`config.mk`:
```
export PLATFORM = sky130hd
export DESIGN_NAME = exu_trap_ctrl_flat
export DESIGN_NICKNAME = d
export VERILOG_FILES = /design/src/rtl/exu_trap_ctrl_pkg.sv /design/src/rtl/exu_trap_ctrl_if.sv /design/src/rtl/exu_trap_csr_regs.sv /design/src/rtl/exu_trap_ctrl.sv /design/src/flat_wrapper.sv
export SDC_FILE = /design/constraint.sdc
export NUM_CORES = 1
export LEC_CHECK = 0
export CAP_MARGIN = 20
export CELL_PAD_IN_SITES_DETAIL_PLACEMENT = 1
export CELL_PAD_IN_SITES_GLOBAL_PLACEMENT = 1
export CORE_UTILIZATION = 38
export CTS_CLUSTER_SIZE = 14
export DETAILED_ROUTE_END_ITERATION = 6
export HOLD_SLACK_MARGIN = 0.1
export PLACE_DENSITY_LB_ADDON = 0.1
export SLEW_MARGIN = 10
export SYNTH_ARGS = -nofsm -noshare
export SYNTH_HDL_FRONTEND = slang
export SYNTH_SLANG_ARGS = --single-unit
export TNS_END_PERCENT = 20
```
`constraint.sdc`:
```
create_clock -name clk -period 4.65 [get_ports clk]
set_clock_uncertainty 0.15 [all_clocks]
set_input_delay 0.6975 -clock clk [delete_from_list [all_inputs] [get_ports clk]]
set_output_delay 0.6975 -clock clk [all_outputs]
set_load 0.02 [all_outputs]
```
`src/rtl/exu_trap_ctrl_pkg.sv`:
```
// Shared constants and types for the EXU trap-response controller.
// Optional mtval support is controlled by the EXU_TRAP_MTVAL_EN macro.
package exu_trap_ctrl_pkg;

    localparam int XLEN = 32;

    // Machine trap CSR addresses
    localparam logic [11:0] CSR_MSTATUS = 12'h300;
    localparam logic [11:0] CSR_MTVEC   = 12'h305;
    localparam logic [11:0] CSR_MEPC    = 12'h341;
    localparam logic [11:0] CSR_MCAUSE  = 12'h342;
    localparam logic [11:0] CSR_MTVAL   = 12'h343;

    // mstatus fields that exist in this core; every other bit reads 0
    localparam int MSTATUS_MIE    = 3;
    localparam int MSTATUS_MPIE   = 7;
    localparam int MSTATUS_MPP_LO = 11;
    localparam int MSTATUS_MPP_HI = 12;

    localparam logic [XLEN-1:0] MSTATUS_WMASK = 32'h0000_1888;
    localparam logic [XLEN-1:0] MSTATUS_RST   = 32'h0000_1800;

    // FSM state encodings
    localparam logic [1:0] ST_IDLE   = 2'd0;
    localparam logic [1:0] ST_UPDATE = 2'd1;
    localparam logic [1:0] ST_FLUSH  = 2'd2;

    // Kind of request latched at the commit handshake
    typedef enum logic {
        REQ_TRAP = 1'b0,
        REQ_MRET = 1'b1
    } req_kind_e;

    // Clear the two low bits (word-aligned PC / vector base)
    function automatic logic [XLEN-1:0] align4(input logic [XLEN-1:0] v);
        return {v[XLEN-1:2], 2'b00};
    endfunction

endpackage

```
`src/rtl/exu_trap_ctrl_if.sv`:
```
// Commit-trap interface between the exception unit (master) and the
// trap controller (slave).
//
// Handshake: a request (cmt_trap_valid or cmt_mret_valid) is consumed at a
// rising clock edge where valid=1 and cmt_ready=1. While cmt_ready=0 the
// master must hold valid and the payload stable. cmt_ready is shared by both
// request kinds; if both are valid together the trap is taken and the mret
// is consumed and dropped.
interface exu_trap_ctrl_if;
    import exu_trap_ctrl_pkg::*;

    logic            cmt_trap_valid;
    logic            cmt_mret_valid;
    logic            cmt_ready;
    logic [XLEN-1:0] cmt_cause;
    logic [XLEN-1:0] cmt_pc;
    logic [XLEN-1:0] cmt_tval;

    modport master (
        output cmt_trap_valid, cmt_mret_valid, cmt_cause, cmt_pc, cmt_tval,
        input  cmt_ready
    );

    modport slave (
        input  cmt_trap_valid, cmt_mret_valid, cmt_cause, cmt_pc, cmt_tval,
        output cmt_ready
    );

endinterface

```
`src/rtl/exu_trap_csr_regs.sv`:
```
// Machine trap CSR storage, read mux and write priority.
// mtval exists only when EXU_TRAP_MTVAL_EN is defined.
module exu_trap_csr_regs
    import exu_trap_ctrl_pkg::*;
(
    input  logic            clk,
    input  logic            rst,
    input  logic            csr_we,
    input  logic [11:0]     csr_idx,
    input  logic [XLEN-1:0] csr_wdata,
    output logic [XLEN-1:0] csr_rdata,
    input  logic            upd_trap,
    input  logic            upd_mret,
    input  logic [XLEN-1:0] upd_cause,
    input  logic [XLEN-1:0] upd_pc,
    input  logic [XLEN-1:0] upd_tval,
    output logic [XLEN-1:0] trap_target,
    output logic [XLEN-1:0] mret_target
);

    logic [XLEN-1:0] mstatus_q, mstatus_d;
    logic [XLEN-1:0] mtvec_q, mtvec_d;
    logic [XLEN-1:0] mepc_q, mepc_d;
    logic [XLEN-1:0] mcause_q, mcause_d;
`ifdef EXU_TRAP_MTVAL_EN
    logic [XLEN-1:0] mtval_q, mtval_d;
`else
    logic unused_tval;
    assign unused_tval = ^upd_tval;
`endif

    // Only direct-mode vectoring: the target is always the aligned base
    assign trap_target = align4(mtvec_q);
    assign mret_target = mepc_q;

    // Next-state: software write first, trap/mret update overrides the registers it owns
    always_comb begin
        mstatus_d = mstatus_q;
        mtvec_d   = mtvec_q;
        mepc_d    = mepc_q;
        mcause_d  = mcause_q;
`ifdef EXU_TRAP_MTVAL_EN
        mtval_d   = mtval_q;
`endif
        if (csr_we) begin
            case (csr_idx)
                CSR_MSTATUS: mstatus_d = csr_wdata & MSTATUS_WMASK;
                CSR_MTVEC:   mtvec_d   = align4(csr_wdata);
                CSR_MEPC:    mepc_d    = align4(csr_wdata);
                CSR_MCAUSE:  mcause_d  = csr_wdata;
`ifdef EXU_TRAP_MTVAL_EN
                CSR_MTVAL:   mtval_d   = csr_wdata;
`endif
                default: ;
            endcase
        end
        if (upd_trap) begin
            mepc_d   = align4(upd_pc);
            mcause_d = upd_cause;
            mstatus_d = '0;
            mstatus_d[MSTATUS_MPIE] = mstatus_q[MSTATUS_MIE];
            mstatus_d[MSTATUS_MPP_HI:MSTATUS_MPP_LO] = 2'b11;
`ifdef EXU_TRAP_MTVAL_EN
            mtval_d  = upd_tval;
`endif
        end else if (upd_mret) begin
            mstatus_d = mstatus_q;
            mstatus_d[MSTATUS_MIE]  = mstatus_q[MSTATUS_MPIE];
            mstatus_d[MSTATUS_MPIE] = 1'b1;
        end
    end

    // Combinational read from current register values, no bypass
    always_comb begin
        csr_rdata = '0;
        case (csr_idx)
            CSR_MSTATUS: csr_rdata = mstatus_q;
            CSR_MTVEC:   csr_rdata = mtvec_q;
            CSR_MEPC:    csr_rdata = mepc_q;
            CSR_MCAUSE:  csr_rdata = mcause_q;
`ifdef EXU_TRAP_MTVAL_EN
            CSR_MTVAL:   csr_rdata = mtval_q;
`endif
            default:     csr_rdata = '0;
        endcase
    end

    // CSR registers with synchronous reset
    always_ff @(posedge clk) begin
        if (rst) begin
            mstatus_q <= MSTATUS_RST;
            mtvec_q   <= '0;
            mepc_q    <= '0;
            mcause_q  <= '0;
`ifdef EXU_TRAP_MTVAL_EN
            mtval_q   <= '0;
`endif
        end else begin
            mstatus_q <= mstatus_d;
            mtvec_q   <= mtvec_d;
            mepc_q    <= mepc_d;
            mcause_q  <= mcause_d;
`ifdef EXU_TRAP_MTVAL_EN
            mtval_q   <= mtval_d;
`endif
        end
    end

endmodule

```
`src/rtl/exu_trap_ctrl.sv`:
```
// EXU trap-response controller: accepts commit traps and mret, updates the
// machine trap CSRs and redirects the IFU via a flush_req/flush_ack handshake.
// Optional mtval register: EXU_TRAP_MTVAL_EN.
//
// Flush handshake: flush_req stays high with flush_pc stable until a rising
// edge with flush_ack=1; flush_ack outside FLUSH has no effect.
module exu_trap_ctrl
    import exu_trap_ctrl_pkg::*;
(
    input  logic                 clk,
    input  logic                 rst,
    exu_trap_ctrl_if.slave       cmt,
    input  logic                 csr_ena,
    input  logic                 csr_wr_en,
    input  logic [11:0]          csr_idx,
    input  logic [XLEN-1:0]      csr_wdata,
    output logic [XLEN-1:0]      csr_rdata,
    output logic                 flush_req,
    output logic [XLEN-1:0]      flush_pc,
    input  logic                 flush_ack,
    output logic                 busy,
    output logic [1:0]           dbg_state
);

    logic [1:0]      state_q, state_d;
    req_kind_e       kind_q, kind_d;
    logic [XLEN-1:0] cause_q, cause_d;
    logic [XLEN-1:0] pc_q, pc_d;
    logic [XLEN-1:0] tval_q, tval_d;
    logic [XLEN-1:0] flush_pc_q, flush_pc_d;
    logic [XLEN-1:0] trap_target, mret_target;
    logic            upd_trap, upd_mret;

    assign cmt.cmt_ready = (state_q == ST_IDLE);
    assign flush_req     = (state_q == ST_FLUSH);
    assign flush_pc      = flush_pc_q;
    assign busy          = (state_q != ST_IDLE);
    assign dbg_state     = state_q;
    assign upd_trap      = (state_q == ST_UPDATE) && (kind_q == REQ_TRAP);
    assign upd_mret      = (state_q == ST_UPDATE) && (kind_q == REQ_MRET);

    // FSM next state, request latching and redirect target capture
    always_comb begin
        state_d    = state_q;
        kind_d     = kind_q;
        cause_d    = cause_q;
        pc_d       = pc_q;
        tval_d     = tval_q;
        flush_pc_d = flush_pc_q;
        case (state_q)
            ST_IDLE: begin
                if (cmt.cmt_trap_valid || cmt.cmt_mret_valid) begin
                    state_d = ST_UPDATE;
                    // Trap wins; a simultaneous mret is dropped
                    kind_d  = cmt.cmt_trap_valid ? REQ_TRAP : REQ_MRET;
                    cause_d = cmt.cmt_cause;
                    pc_d    = cmt.cmt_pc;
                    tval_d  = cmt.cmt_tval;
                end
            end
            ST_UPDATE: begin
                flush_pc_d = (kind_q == REQ_TRAP) ? trap_target : mret_target;
                state_d    = ST_FLUSH;
            end
            ST_FLUSH: begin
                if (flush_ack) begin
                    state_d = ST_IDLE;
                end
            end
            default: state_d = ST_IDLE;
        endcase
    end

    // Controller state with synchronous reset; reset abandons any pending flush
    always_ff @(posedge clk) begin
        if (rst) begin
            state_q    <= ST_IDLE;
            kind_q     <= REQ_TRAP;
            cause_q    <= '0;
            pc_q       <= '0;
            tval_q     <= '0;
            flush_pc_q <= '0;
        end else begin
            state_q    <= state_d;
            kind_q     <= kind_d;
            cause_q    <= cause_d;
            pc_q       <= pc_d;
            tval_q     <= tval_d;
            flush_pc_q <= flush_pc_d;
        end
    end

    exu_trap_csr_regs u_csr_regs (
        .clk         (clk),
        .rst         (rst),
        .csr_we      (csr_ena && csr_wr_en),
        .csr_idx     (csr_idx),
        .csr_wdata   (csr_wdata),
        .csr_rdata   (csr_rdata),
        .upd_trap    (upd_trap),
        .upd_mret    (upd_mret),
        .upd_cause   (cause_q),
        .upd_pc      (pc_q),
        .upd_tval    (tval_q),
        .trap_target (trap_target),
        .mret_target (mret_target)
    );

endmodule

```
`src/flat_wrapper.sv`:
```
// flat-port wrapper written by rule: the top's interface ports become plain ports
module exu_trap_ctrl_flat import exu_trap_ctrl_pkg::*;
  (clk, rst, csr_ena, csr_wr_en, csr_idx, csr_wdata, csr_rdata, flush_req, flush_pc, flush_ack, busy, dbg_state, cmt_cmt_trap_valid, cmt_cmt_mret_valid, cmt_cmt_cause, cmt_cmt_pc, cmt_cmt_tval, cmt_cmt_ready);
  exu_trap_ctrl_if cmt_i ();
  input  logic clk;
  input  logic rst;
  input  logic csr_ena;
  input  logic csr_wr_en;
  input  logic [11:0] csr_idx;
  input  logic [XLEN-1:0] csr_wdata;
  output logic [XLEN-1:0] csr_rdata;
  output logic flush_req;
  output logic [XLEN-1:0] flush_pc;
  input  logic flush_ack;
  output logic busy;
  output logic [1:0] dbg_state;
  input wire logic [$bits(cmt_i.cmt_trap_valid)-1:0] cmt_cmt_trap_valid;
  input wire logic [$bits(cmt_i.cmt_mret_valid)-1:0] cmt_cmt_mret_valid;
  input wire logic [$bits(cmt_i.cmt_cause)-1:0] cmt_cmt_cause;
  input wire logic [$bits(cmt_i.cmt_pc)-1:0] cmt_cmt_pc;
  input wire logic [$bits(cmt_i.cmt_tval)-1:0] cmt_cmt_tval;
  output wire logic [$bits(cmt_i.cmt_ready)-1:0] cmt_cmt_ready;
  assign cmt_i.cmt_trap_valid = cmt_cmt_trap_valid;
  assign cmt_i.cmt_mret_valid = cmt_cmt_mret_valid;
  assign cmt_i.cmt_cause = cmt_cmt_cause;
  assign cmt_i.cmt_pc = cmt_cmt_pc;
  assign cmt_i.cmt_tval = cmt_cmt_tval;
  assign cmt_cmt_ready = cmt_i.cmt_ready;
  exu_trap_ctrl u_core (.clk(clk), .rst(rst), .cmt(cmt_i), .csr_ena(csr_ena), .csr_wr_en(csr_wr_en), .csr_idx(csr_idx), .csr_wdata(csr_wdata), .csr_rdata(csr_rdata), .flush_req(flush_req), .flush_pc(flush_pc), .flush_ack(flush_ack), .busy(busy), .dbg_state(dbg_state));
endmodule
```
==> key figures, run 1 <==
Status
  • Status: finished, final reports clean

Synth
  • Multiplexer share of the synthesized area: 11.2%
  • Top post-synthesis cells by area: dfxtp_1 (47%), mux2i_1 (11%), nand2_1 (8.6%), a21oi_1 (5.9%), o21ai_0 (5.4%)
  • EDFF count, synth: 0
  • Area of the mapped netlist: 8120 µm²
  • Register bit total from synthesis: 191
  • Adder-cell area share of the yosys netlist: 0%
  • Largest family of logic cells by synthesized area: compound AO/OA/AOI/OAI gates
  • Synth area leader: dfxtp_1
  • Post-Synth XOR/XNOR Area: 0%
  • Post-Synth Simple-Gate Area: 16.5%
  • Yosys Warn Count: 0
  • Most used DFF post-synth: dfxtp_1
  • Synth Area in Compound Gates: 19.4%
  • Sequential share of the synthesized area: 47.1%
  • Count of different cell masters after synthesis: 34
  • Most frequent cell after synthesis: dfxtp_1
  • Ys async rst share: 0%
  • Yosys top cell area share: 47.1%
  • Most frequent cells after synthesis: dfxtp_1 (191), nand2_1 (186), a21oi_1 (95)
  • Syn avg cell area: 8.31 µm²
  • Synth Instances: 977

Power and ir drop
  • Pwr dens: 352 nW/µm²
  • Leak Pwr: 3.56 nW
  • Total power after layout: 3.77 mW
  • Max VDD drop: 0.223 mV

Run
  • Max Cap Viol: 0

Placed design
  • GP Congestion: 0.820
  • DP Area: 10100 µm²
  • Post-DP HPWL: 17.5 mm
  • Count of input and output buffers: 179
  • Pre-CTS setup slack: 0.526 ns

Critical path
  • Worst EP required: 3.80 ns
  • R2R setup slack: 2.11 ns
  • Critical path class: input pin to primary output
  • Worst Setup End Kind: primary output
  • CP max FO: 16
  • Crit path arrival time: 3.30 ns
  • CP Launch Type: input pin

Timing
  • Setup violators final: 0
  • RSZ-0062 raised after global routing: false
  • Worst hold slack: 0.303 ns
  • Rel. slew slack: 24.7%
  • Final Max Tran Viols: 0
  • Tmin final: 4.15 ns
  • Max Freq: 241 MHz
  • TNS Setup: 0 ns
  • Period utilisation layout: 89.2%
  • Fin. Hold Viols: 0
  • Final WS setup: 0.501 ns
  • Worst-Margin Slew: 1.13 ns

Cells and area
  • Layout cells sized above 1: 6.20%
  • FILL cells: 2513
  • Design area: 10700 µm²
  • Area Growth Syn to Fin: 32.1%
  • Nets@finish: 1263
  • Antenna Cells: 0

Global routing
  • Total track usage: 24.9%
  • Total gr overflow: 0
  • Pin count of the biggest net entering global routing: 77
  • Grt met3 use: 5.00%
  • First-pass GRT wire length: 42.0 mm
  • M2 GR Usage: 41.6%
  • Vias in the first global route: 7610
  • GR met1 Demand/Resource: 32.6%
  • GR peak layer: met2
  • Initial antenna violation count: 1

Clock network
  • Worst-skew pair later-pin latency: 0.44 ns
  • TritonCTS Sinks: 191
  • Number of buffers created by CTS: 17
  • Max Root-Sink Buffers: 2
  • Post-CTS setup buffer count: 0
  • TritonCTS clock tree: built
  • Hold-fix buffers, CTS: 0
  • Htree depth: 4
  • Post_cts resized: 0
  • CTS root buf: clkbuf_16
  • Clock-pin slew on the worst setup and hold paths: 0.07 ns

Worst hold path
  • Worst hold path class: register to register

Die
  • DIE WIDTH: 148 µm
  • Core footprint: 21000 µm²
  • Row count: 53
  • Starting Density: 38.7%
  • Die height: 148 µm
  • Die Area: 21900 µm²
  • # IOs: 216

Route
  • Drt wl/cell: 19.0 µm
  • Initial DRT Pass Iterations: 5
  • Drt via density: 5.39
  • Via count: 7565
  • DRC: 0
  • 1st-iter DRT viols: 355
  • Post-DRT Antenna Nets: 0
  • Final wirelength: 26.7 mm
==> critical path, stage by stage <==
cell	delay (ns)
clkdlybuf4s50_1	0.40
or4_4	0.66
nor4_4	0.35
buf_4	0.30
a22oi_1	0.09
o21ai_0	0.13
clkdlybuf4s50_1	0.66
==> cells in the final DEF, fill, tap and decap left out, drive strengths merged, types with 30 or more instances in the layout <==
cell | netlist | routed
a211oi | 33 | 33
a21oi | 95 | 95
a22oi | 30 | 30
clkdlybuf4s50 | 0 | 178
dfxtp | 191 | 191
inv | 27 | 30
mux2i | 91 | 91
nand2 | 186 | 186
nand3 | 30 | 30
nor2 | 43 | 43
o21ai | 116 | 116
==> cells by family after synthesis <==
group,after synthesis
AND/OR/NAND/NOR,305
AO/OA/AOI/OAI,279
flip-flops,191
buffers and inverters,110
multiplexers,91
other,1
==> layer usage <==
layer,vias up,routed length (µm)
met4,2,367
met1,3704,12500
met3,27,1230
met2,164,12600
met5,-,17
li1,3668,-
==> layout make-up <==
cell class,count,area (µm²),area share [%]
clock inverter,12,108,1.00
tap,275,344,3.21
sequential,191,3820,35.7
multi-input combinational,677,3900,36.4
clock buffer,20,467,4.35
timing repair buffer,202,1970,18.4
inverter,27,101,0.946
==> worst paths after layout <==
kind / startpoint / to / cells past startpoint
max: csr_idx[3] / csr_rdata[20] / 7
min: u_core.cause_q[12] / u_core.u_csr_regs.mcause_q[12] / 2
max reg2reg: u_core.dbg_state[0] / u_core.u_csr_regs.mcause_q[6] / 5
min reg2reg: u_core.cause_q[12] / u_core.u_csr_regs.mcause_q[12] / 2
==> power breakdown <==
part	internal (mW)	switching [mW]
combinational	0.227	0.304
clock	0.784	0.668
sequential	1.73	0.0571
==> sequential cells by signal (all words and copies together), names as in the netlist <==
| signal | flops |
|---|---|
| u_core.u_csr_regs.mcause_q | 32 |
| u_core.dbg_state | 2 |
| u_core.u_csr_regs.mret_target | 30 |
| u_core.u_csr_regs.mstatus_q | 4 |
| u_core.kind_q | 1 |
| u_core.cause_q | 32 |
| u_core.pc_q | 30 |
| u_core.flush_pc | 30 |
| u_core.u_csr_regs.mtvec_q | 30 |
==> stage by stage <==
stage | utilization, % | std cells
after global placement | 48.4 | 1372
after global routing | 51.1 | 1404
after CTS | 51.1 | 1404
after detailed placement | 48.4 | 1372
after floorplan | - | 978
final | 51.1 | 1404
No activity file was read; power rests on OpenSTA's default activity.
==> run 2, diff against run 1 <==
- CORE_UTILIZATION: 38 -> 39
- SYNTH_HIERARCHICAL: not set -> 1
==> run 2 against run 1 <==
Against the previous run:
- combinational power rose by 13%
- critical path depth did not move
- utilization fell by 0.39 points
- hold slack improved by 0.012 ns
- design area rose by 7.2%
- largest cell class unchanged
- critical endpoint is now csr_rdata[18]
- highest routed layer is now met4
- register-to-register slack improved by 0.18 ns
- synthesized cell count fell by 0.82%
- clock power barely moved
- sequential share of layout area fell by 2.1 points
- first-iteration DRC count rose by 20%
==> key figures, run 2 <==
Die
  • Starting Density: 39.9% (+1.1 points)
  • Die Area: 23800 µm² (+8.3%)
  • Core footprint: 22600 µm² (+8.0%)
  • Row count: 55 (+3.8%)
  • DIE WIDTH: 154 µm (+4.0%)
  • # IOs: 216 (unchanged)
  • Die height: 154 µm (+4.0%)

Placed design
  • Count of input and output buffers: 181 (+1.1%)
  • GP Congestion: 0.779 (-5.0%)
  • Post-DP HPWL: 19.2 mm (+9.7%)
  • Pre-CTS setup slack: 0.566 ns (+0.0402 ns)

Clock network
  • TritonCTS clock tree: built
  • Post-CTS setup buffer count: 0 (unchanged)
  • Worst-skew pair later-pin latency: 0.44 ns (about the same)
  • CTS root buf: clkbuf_16
  • TritonCTS Sinks: 193 (+1.0%)
  • Number of buffers created by CTS: 17 (unchanged)
  • Max Root-Sink Buffers: 2 (unchanged)
  • Post_cts resized: 0 (unchanged)
  • Clock-pin slew on the worst setup and hold paths: 0.07 ns (about the same)
  • Htree depth: 4 (unchanged)
  • Hold-fix buffers, CTS: 0 (unchanged)

Cells and area
  • Antenna Cells: 0 (unchanged)
  • Area Growth Syn to Fin: 27.3%
  • Commonest cells after routing, fill and taps aside: dfxtp_1 (192), clkdlybuf4s50_1 (180), mux2i_1 (127)
  • Post-layout util: 50.7% (-0.39 points)
  • Layout cells sized above 1: 6.95% (+0.75 points)
  • Nets@finish: 1257 (-0.48%)
  • Most common cell after layout, fill and taps aside: dfxtp_1

Route
  • Via count: 7363 (-2.7%)
  • DRC: 0 (unchanged)
  • Post-DRT Antenna Nets: 0 (unchanged)
  • Initial DRT Pass Iterations: 6 (+1)
  • Drt wl/cell: 19.8 µm (+3.8%)
  • 1st-iter DRT viols: 427 (+20%)
  • Final wirelength: 27.8 mm (+4.1%)
  • Drt via density: 5.23 (-2.9%)

Global routing
  • Total gr overflow: 0 (unchanged)
  • Pin count of the biggest net entering global routing: 74 (-3.9%)
  • Vias in the first global route: 7206 (-5.3%)
  • Initial antenna violation count: 0 (-1)
  • First-pass GRT wire length: 42.6 mm (+1.5%)
  • Total track usage: 23.6% (-1.2 points)

Power and ir drop
  • Clock Power Share: 37.5% (-1.0 points)
  • Switching Fraction: 26.9% (-0.37 points)
  • Max VDD drop: 0.168 mV (-25%)
  • Sw power: 1.05 mW (+1.6%)
  • Combinational fraction of design power: 15.4% (+1.3 points)
  • Pwr dens: 338 nW/µm² (-3.9%)
  • Sequential share of power: 47.1% (-0.3 points)
  • Internal power: 2.84 mW (+3.5%)
  • Leak Pwr: 4.30 nW (+21%)

Critical path
  • CP Launch Type: input pin
  • Worst EP required: 3.80 ns (about the same)
  • Worst Setup End Kind: primary output
  • Crit path arrival time: 3.29 ns (about the same)
  • Critical path class: input pin to primary output
  • Reg-to-reg critical path endpoint: u_core/u_csr_regs/mret_target[14]
  • Crit. Startpoint: csr_idx[8]
  • R2r worst-path depth: 6 (+1)
  • CP Capture Point: csr_rdata[18]
  • R2r startpoint: u_core/dbg_state[0]
  • CP max FO: 20 (+4)
  • R2R setup slack: 2.29 ns (+0.18 ns)

Synth
  • Area of the mapped netlist: 9030 µm² (+11%)
  • Synth Instances: 969 (-0.82%)
  • Yosys Warn Count: 6 (+6)
  • Syn avg cell area: 9.31 µm² (+12%)

Timing
  • Rel. slew slack: 38.1% (+13 points)
  • Final WS setup: 0.510 ns (+0.00882 ns)
  • Setup violators final: 0 (unchanged)
  • Worst-Margin Slew: 0.925 ns (-0.204 ns)
  • Period utilisation layout: 89.0% (-0.19 points)
  • RSZ-0062 raised after global routing: false
  • Final Max Tran Viols: 0 (unchanged)
  • Fin. Hold Viols: 0 (unchanged)
  • Max Freq: 242 MHz (+0.21%)
  • Tmin final: 4.14 ns (-0.00882 ns)
  • TNS Setup: 0 ns (unchanged)

Run
  • Max Cap Viol: 0 (unchanged)

Status
  • Status: finished, final reports clean

Worst hold path
  • Worst hold path class: register to register
[run 2: changes by cell type in the layout (fill, tap and decap cells not counted), sizes merged, moves of 37 or more]
cell and change:
nand2b +123, a221o +37, nand2 -98, a21oi -63, o21ai -78, and2 +40
[run 2: worst min path at each step]
stage	slack (ns)	end	cells past startpoint	from
final	0.31	u_core/u_csr_regs/mtvec_q[22]	2	u_core/u_csr_regs/mtvec_q[22]
after global routing	0.33	u_core/u_csr_regs/mtvec_q[22]	2	u_core/u_csr_regs/mtvec_q[22]
after floorplan	0.28	u_core/u_csr_regs/mcause_q[10]	2	u_core/cause_q[10]
after global placement	0.29	u_core/u_csr_regs/mcause_q[7]	2	u_core/cause_q[7]
after CTS	0.32	u_core/u_csr_regs/mtvec_q[16]	2	u_core/u_csr_regs/mtvec_q[16]
after detailed placement	0.30	u_core/u_csr_regs/mcause_q[11]	2	u_core/cause_q[11]
[run 2: routing by layer]
layer | track usage (%) | vias to the layer above | share of wire (%)
li1 | - | 3639 | -
met1 | 37.7 | 3480 | 55
met2 | 31.9 | 225 | 39
met3 | 4.00 | 19 | 5.3
met4 | 5.86 | 0 | 0.92
met5 | 0 | - | 0
[run 2: cell type report]
cell class | count | area (µm²)
inverters | 21 | 78.8
repair buffers | 205 | 2000
multi-input cells | 672 | 4610
well taps | 285 | 357
clock buffers | 20 | 457
flip-flops and latches | 193 | 3860
clock inverters | 12 | 121
fillers | 2567 | 11200
[run 2: per-stage QoR]
step / cells / total power [mW] / cell area, µm² / hold slack (ns)
after CTS: 1408 / 3.91 / 11500 / 0.316
after global routing: 1408 / 4.05 / 11500 / 0.327
final: 1408 / 3.88 / 11500 / 0.315
after global placement: 1376 / 2.45 / 10900 / 0.289
after floorplan: 972 / 2.22 / 9040 / 0.276
after detailed placement: 1376 / 2.47 / 10900 / 0.303
[run 2: critical path, stage by stage]
cell	delay (ns)
clkdlybuf4s50_1	0.49
nor4bb_1	0.50
and4_1	0.31
buf_4	0.29
a22oi_1	0.13
o21ai_0	0.18
clkdlybuf4s50_1	0.68
[run 2: power by group through the flow]
stage | Combinational, mW | Clock [mW] | Sequential (mW)
6_report | 0.598 | 1.45 | 1.83
5_1_grt | 0.644 | 1.56 | 1.84
4_1_cts | 0.601 | 1.48 | 1.83
3_5_place_dp | 0.597 | 0 | 1.87
3_3_place_gp | 0.588 | 0 | 1.86
2_1_floorplan | 0.344 | 0 | 1.88
==> run 3, diff against run 2 <==
- ABC_AREA: not set -> 1
- HOLD_SLACK_MARGIN: 0.1 -> 0.15
==> run 3 against run 2 <==
Against the previous run:
- design area increased by 6.4%
- cell count is 39% higher
- sequential power is essentially flat
- count of clock-buffer cells in the layout decreased by 2
- critical path type unchanged
- largest power group unchanged
==> key figures, run 3 <==
Status
  • Status: finished, final reports clean

Clock network
  • Post_cts resized: 0 (unchanged)
  • Hold-fix buffers, CTS: 0 (unchanged)
  • TritonCTS Sinks: 193 (unchanged)
  • Worst-skew pair later-pin latency: 0.44 ns (about the same)
  • Post-CTS setup buffer count: 0 (unchanged)
  • TritonCTS clock tree: built
  • Number of buffers created by CTS: 17 (unchanged)
  • Max Root-Sink Buffers: 2 (unchanged)
  • Clock-pin slew on the worst setup and hold paths: 0.07 ns (about the same)
  • CTS root buf: clkbuf_16
  • Htree depth: 4 (unchanged)

Cells and area
  • Nets@finish: 1768 (+41%)
  • Layout cells sized above 1: 6.00% (-0.95 points)
  • Post-layout util: 49.8% (-0.93 points)
  • FILL cells: 3260 (+27%)
  • Antenna Cells: 0 (unchanged)
  • Non-filler cells, final: 1958 (+39%)
  • Commonest cells after routing, fill and taps aside: nand2_1 (574), dfxtp_1 (193), clkdlybuf4s50_1 (180)
  • Area Growth Syn to Fin: 24.1%
  • Most common cell after layout, fill and taps aside: nand2_1

Die
  • Die Area: 25900 µm² (+9.0%)
  • Row count: 57 (+3.6%)
  • DIE WIDTH: 161 µm (+4.4%)
  • Die height: 161 µm (+4.4%)
  • # IOs: 216 (unchanged)
  • Starting Density: 40.1% (+0.26 points)
  • Core footprint: 24500 µm² (+8.4%)

Route
  • Via count: 9789 (+33%)
  • Initial DRT Pass Iterations: 5 (-1)
  • 1st-iter DRT viols: 703 (+65%)
  • Drt wl/cell: 17.0 µm (-14%)
  • Drt via density: 5.00 (-4.4%)
  • Post-DRT Antenna Nets: 0 (unchanged)
  • DRC: 0 (unchanged)
  • Final wirelength: 33.3 mm (+20%)

Global routing
  • GR peak layer: met2
  • M2 GR Usage: 39.1% (+7.1 points)
  • Initial antenna violation count: 0 (unchanged)
  • Vias in the first global route: 9360 (+30%)
  • First-pass GRT wire length: 52.7 mm (+24%)
  • Total gr overflow: 0 (unchanged)
  • Total track usage: 26.1% (+2.5 points)
  • GR met1 Demand/Resource: 39.0% (+1.3 points)
  • Grt met3 use: 4.18% (+0.18 points)
  • Pin count of the biggest net entering global routing: 79 (+6.8%)

Timing
  • Setup violators final: 0 (unchanged)
  • Fin. Hold Viols: 0 (unchanged)
  • Tmin final: 4.12 ns (-0.0183 ns)
  • Rel. slew slack: 32.0% (-6.1 points)
  • Worst-Margin Slew: 1.02 ns (+0.0929 ns)
  • Period utilisation layout: 88.6% (-0.39 points)
  • Final Max Tran Viols: 0 (unchanged)
  • TNS Setup: 0 ns (unchanged)
  • RSZ-0062 raised after global routing: false
  • Final WS setup: 0.528 ns (+0.0183 ns)
  • Max Freq: 243 MHz (+0.44%)

Critical path
  • Crit path arrival time: 3.27 ns (-0.02 ns)
  • Critical path class: input pin to primary output
  • CP max FO: 14 (-30%)
  • R2r worst-path depth: 9 (+3)
  • Worst EP required: 3.80 ns (about the same)
  • CP Launch Type: input pin
  • Worst Setup End Kind: primary output

Synth
  • Syn avg cell area: 6.49 µm² (-30%)
  • Area of the mapped netlist: 9850 µm² (+9.1%)
  • Yosys Warn Count: 6 (unchanged)
  • Synth Instances: 1517 (+57%)

Power and ir drop
  • Leak Pwr: 5.20 nW (+21%)
  • Max VDD drop: 0.162 mV (-3.7%)
  • Pwr dens: 330 nW/µm² (-2.2%)

Worst hold path
  • Worst hold path class: register to register
  • Hold path cells: 2 (unchanged)

Placed design
  • Count of input and output buffers: 181 (unchanged)
  • Dpl cells: 1926 (+40%)
  • Pre-CTS setup slack: 0.585 ns (+0.0182 ns)
  • Post-DP HPWL: 22.4 mm (+16%)
  • GP Congestion: 0.846 (+8.6%)

Run
  • Max Cap Viol: 0 (unchanged)
## run 3: area by class of cell
| type | instances | area (µm²) | share of cell area (%) |
|---|---|---|---|
| clock inverter | 14 | 176 | 1.44 |
| tap | 324 | 405 | 3.32 |
| multi-input combinational | 1090 | 4950 | 40.5 |
| inverter | 119 | 447 | 3.65 |
| clock buffer | 18 | 429 | 3.51 |
| timing repair buffer | 200 | 1950 | 16.0 |
| sequential | 193 | 3860 | 31.6 |
## run 3: path summary, 6_finish.rpt
path	startpoint	endpoint	slack (ns)
max	csr_idx[5]	csr_rdata[18]	0.53
min	u_core/flush_pc[19]	u_core/flush_pc[19]	0.31
max reg2reg	u_core/dbg_state[1]	u_core/u_csr_regs/mret_target[31]	2.03
min reg2reg	u_core/flush_pc[19]	u_core/flush_pc[19]	0.31
## run 3: per-stage QoR
| step | total power [mW] | area [µm²] | hold slack, ns |
|---|---|---|---|
| floorplan | 2.29 | 9860 | 0.279 |
| global placement | 2.50 | 11600 | 0.297 |
| detailed placement | 2.52 | 11600 | 0.307 |
| CTS | 4.07 | 12200 | 0.318 |
| global route | 4.22 | 12200 | 0.338 |
| finish | 4.04 | 12200 | 0.315 |
## run 3: per-layer routing
layer  up-vias  share of wire [%]
li1       4950                  -
met1      4546                 50
met2       272                 43
met3        21                5.6
met4         0               0.96
met5         -                  0
## run 3: report_power, final
part | internal (mW) | switching [mW] | leakage (nW)
combinational | 0.251 | 0.426 | 3.33
clock | 0.857 | 0.690 | 0.292
sequential | 1.75 | 0.0626 | 1.58
## run 3: worst max-delay path: stages
cell and delay (ns):
clkdlybuf4s50_1 0.42, nor2_2 0.17, inv_1 0.07, nor2_1 0.20
nand3_2 0.20, inv_1 0.33, buf_4 0.28, nand2_1 0.07
o211ai_1 0.16, clkdlybuf4s50_1 0.67
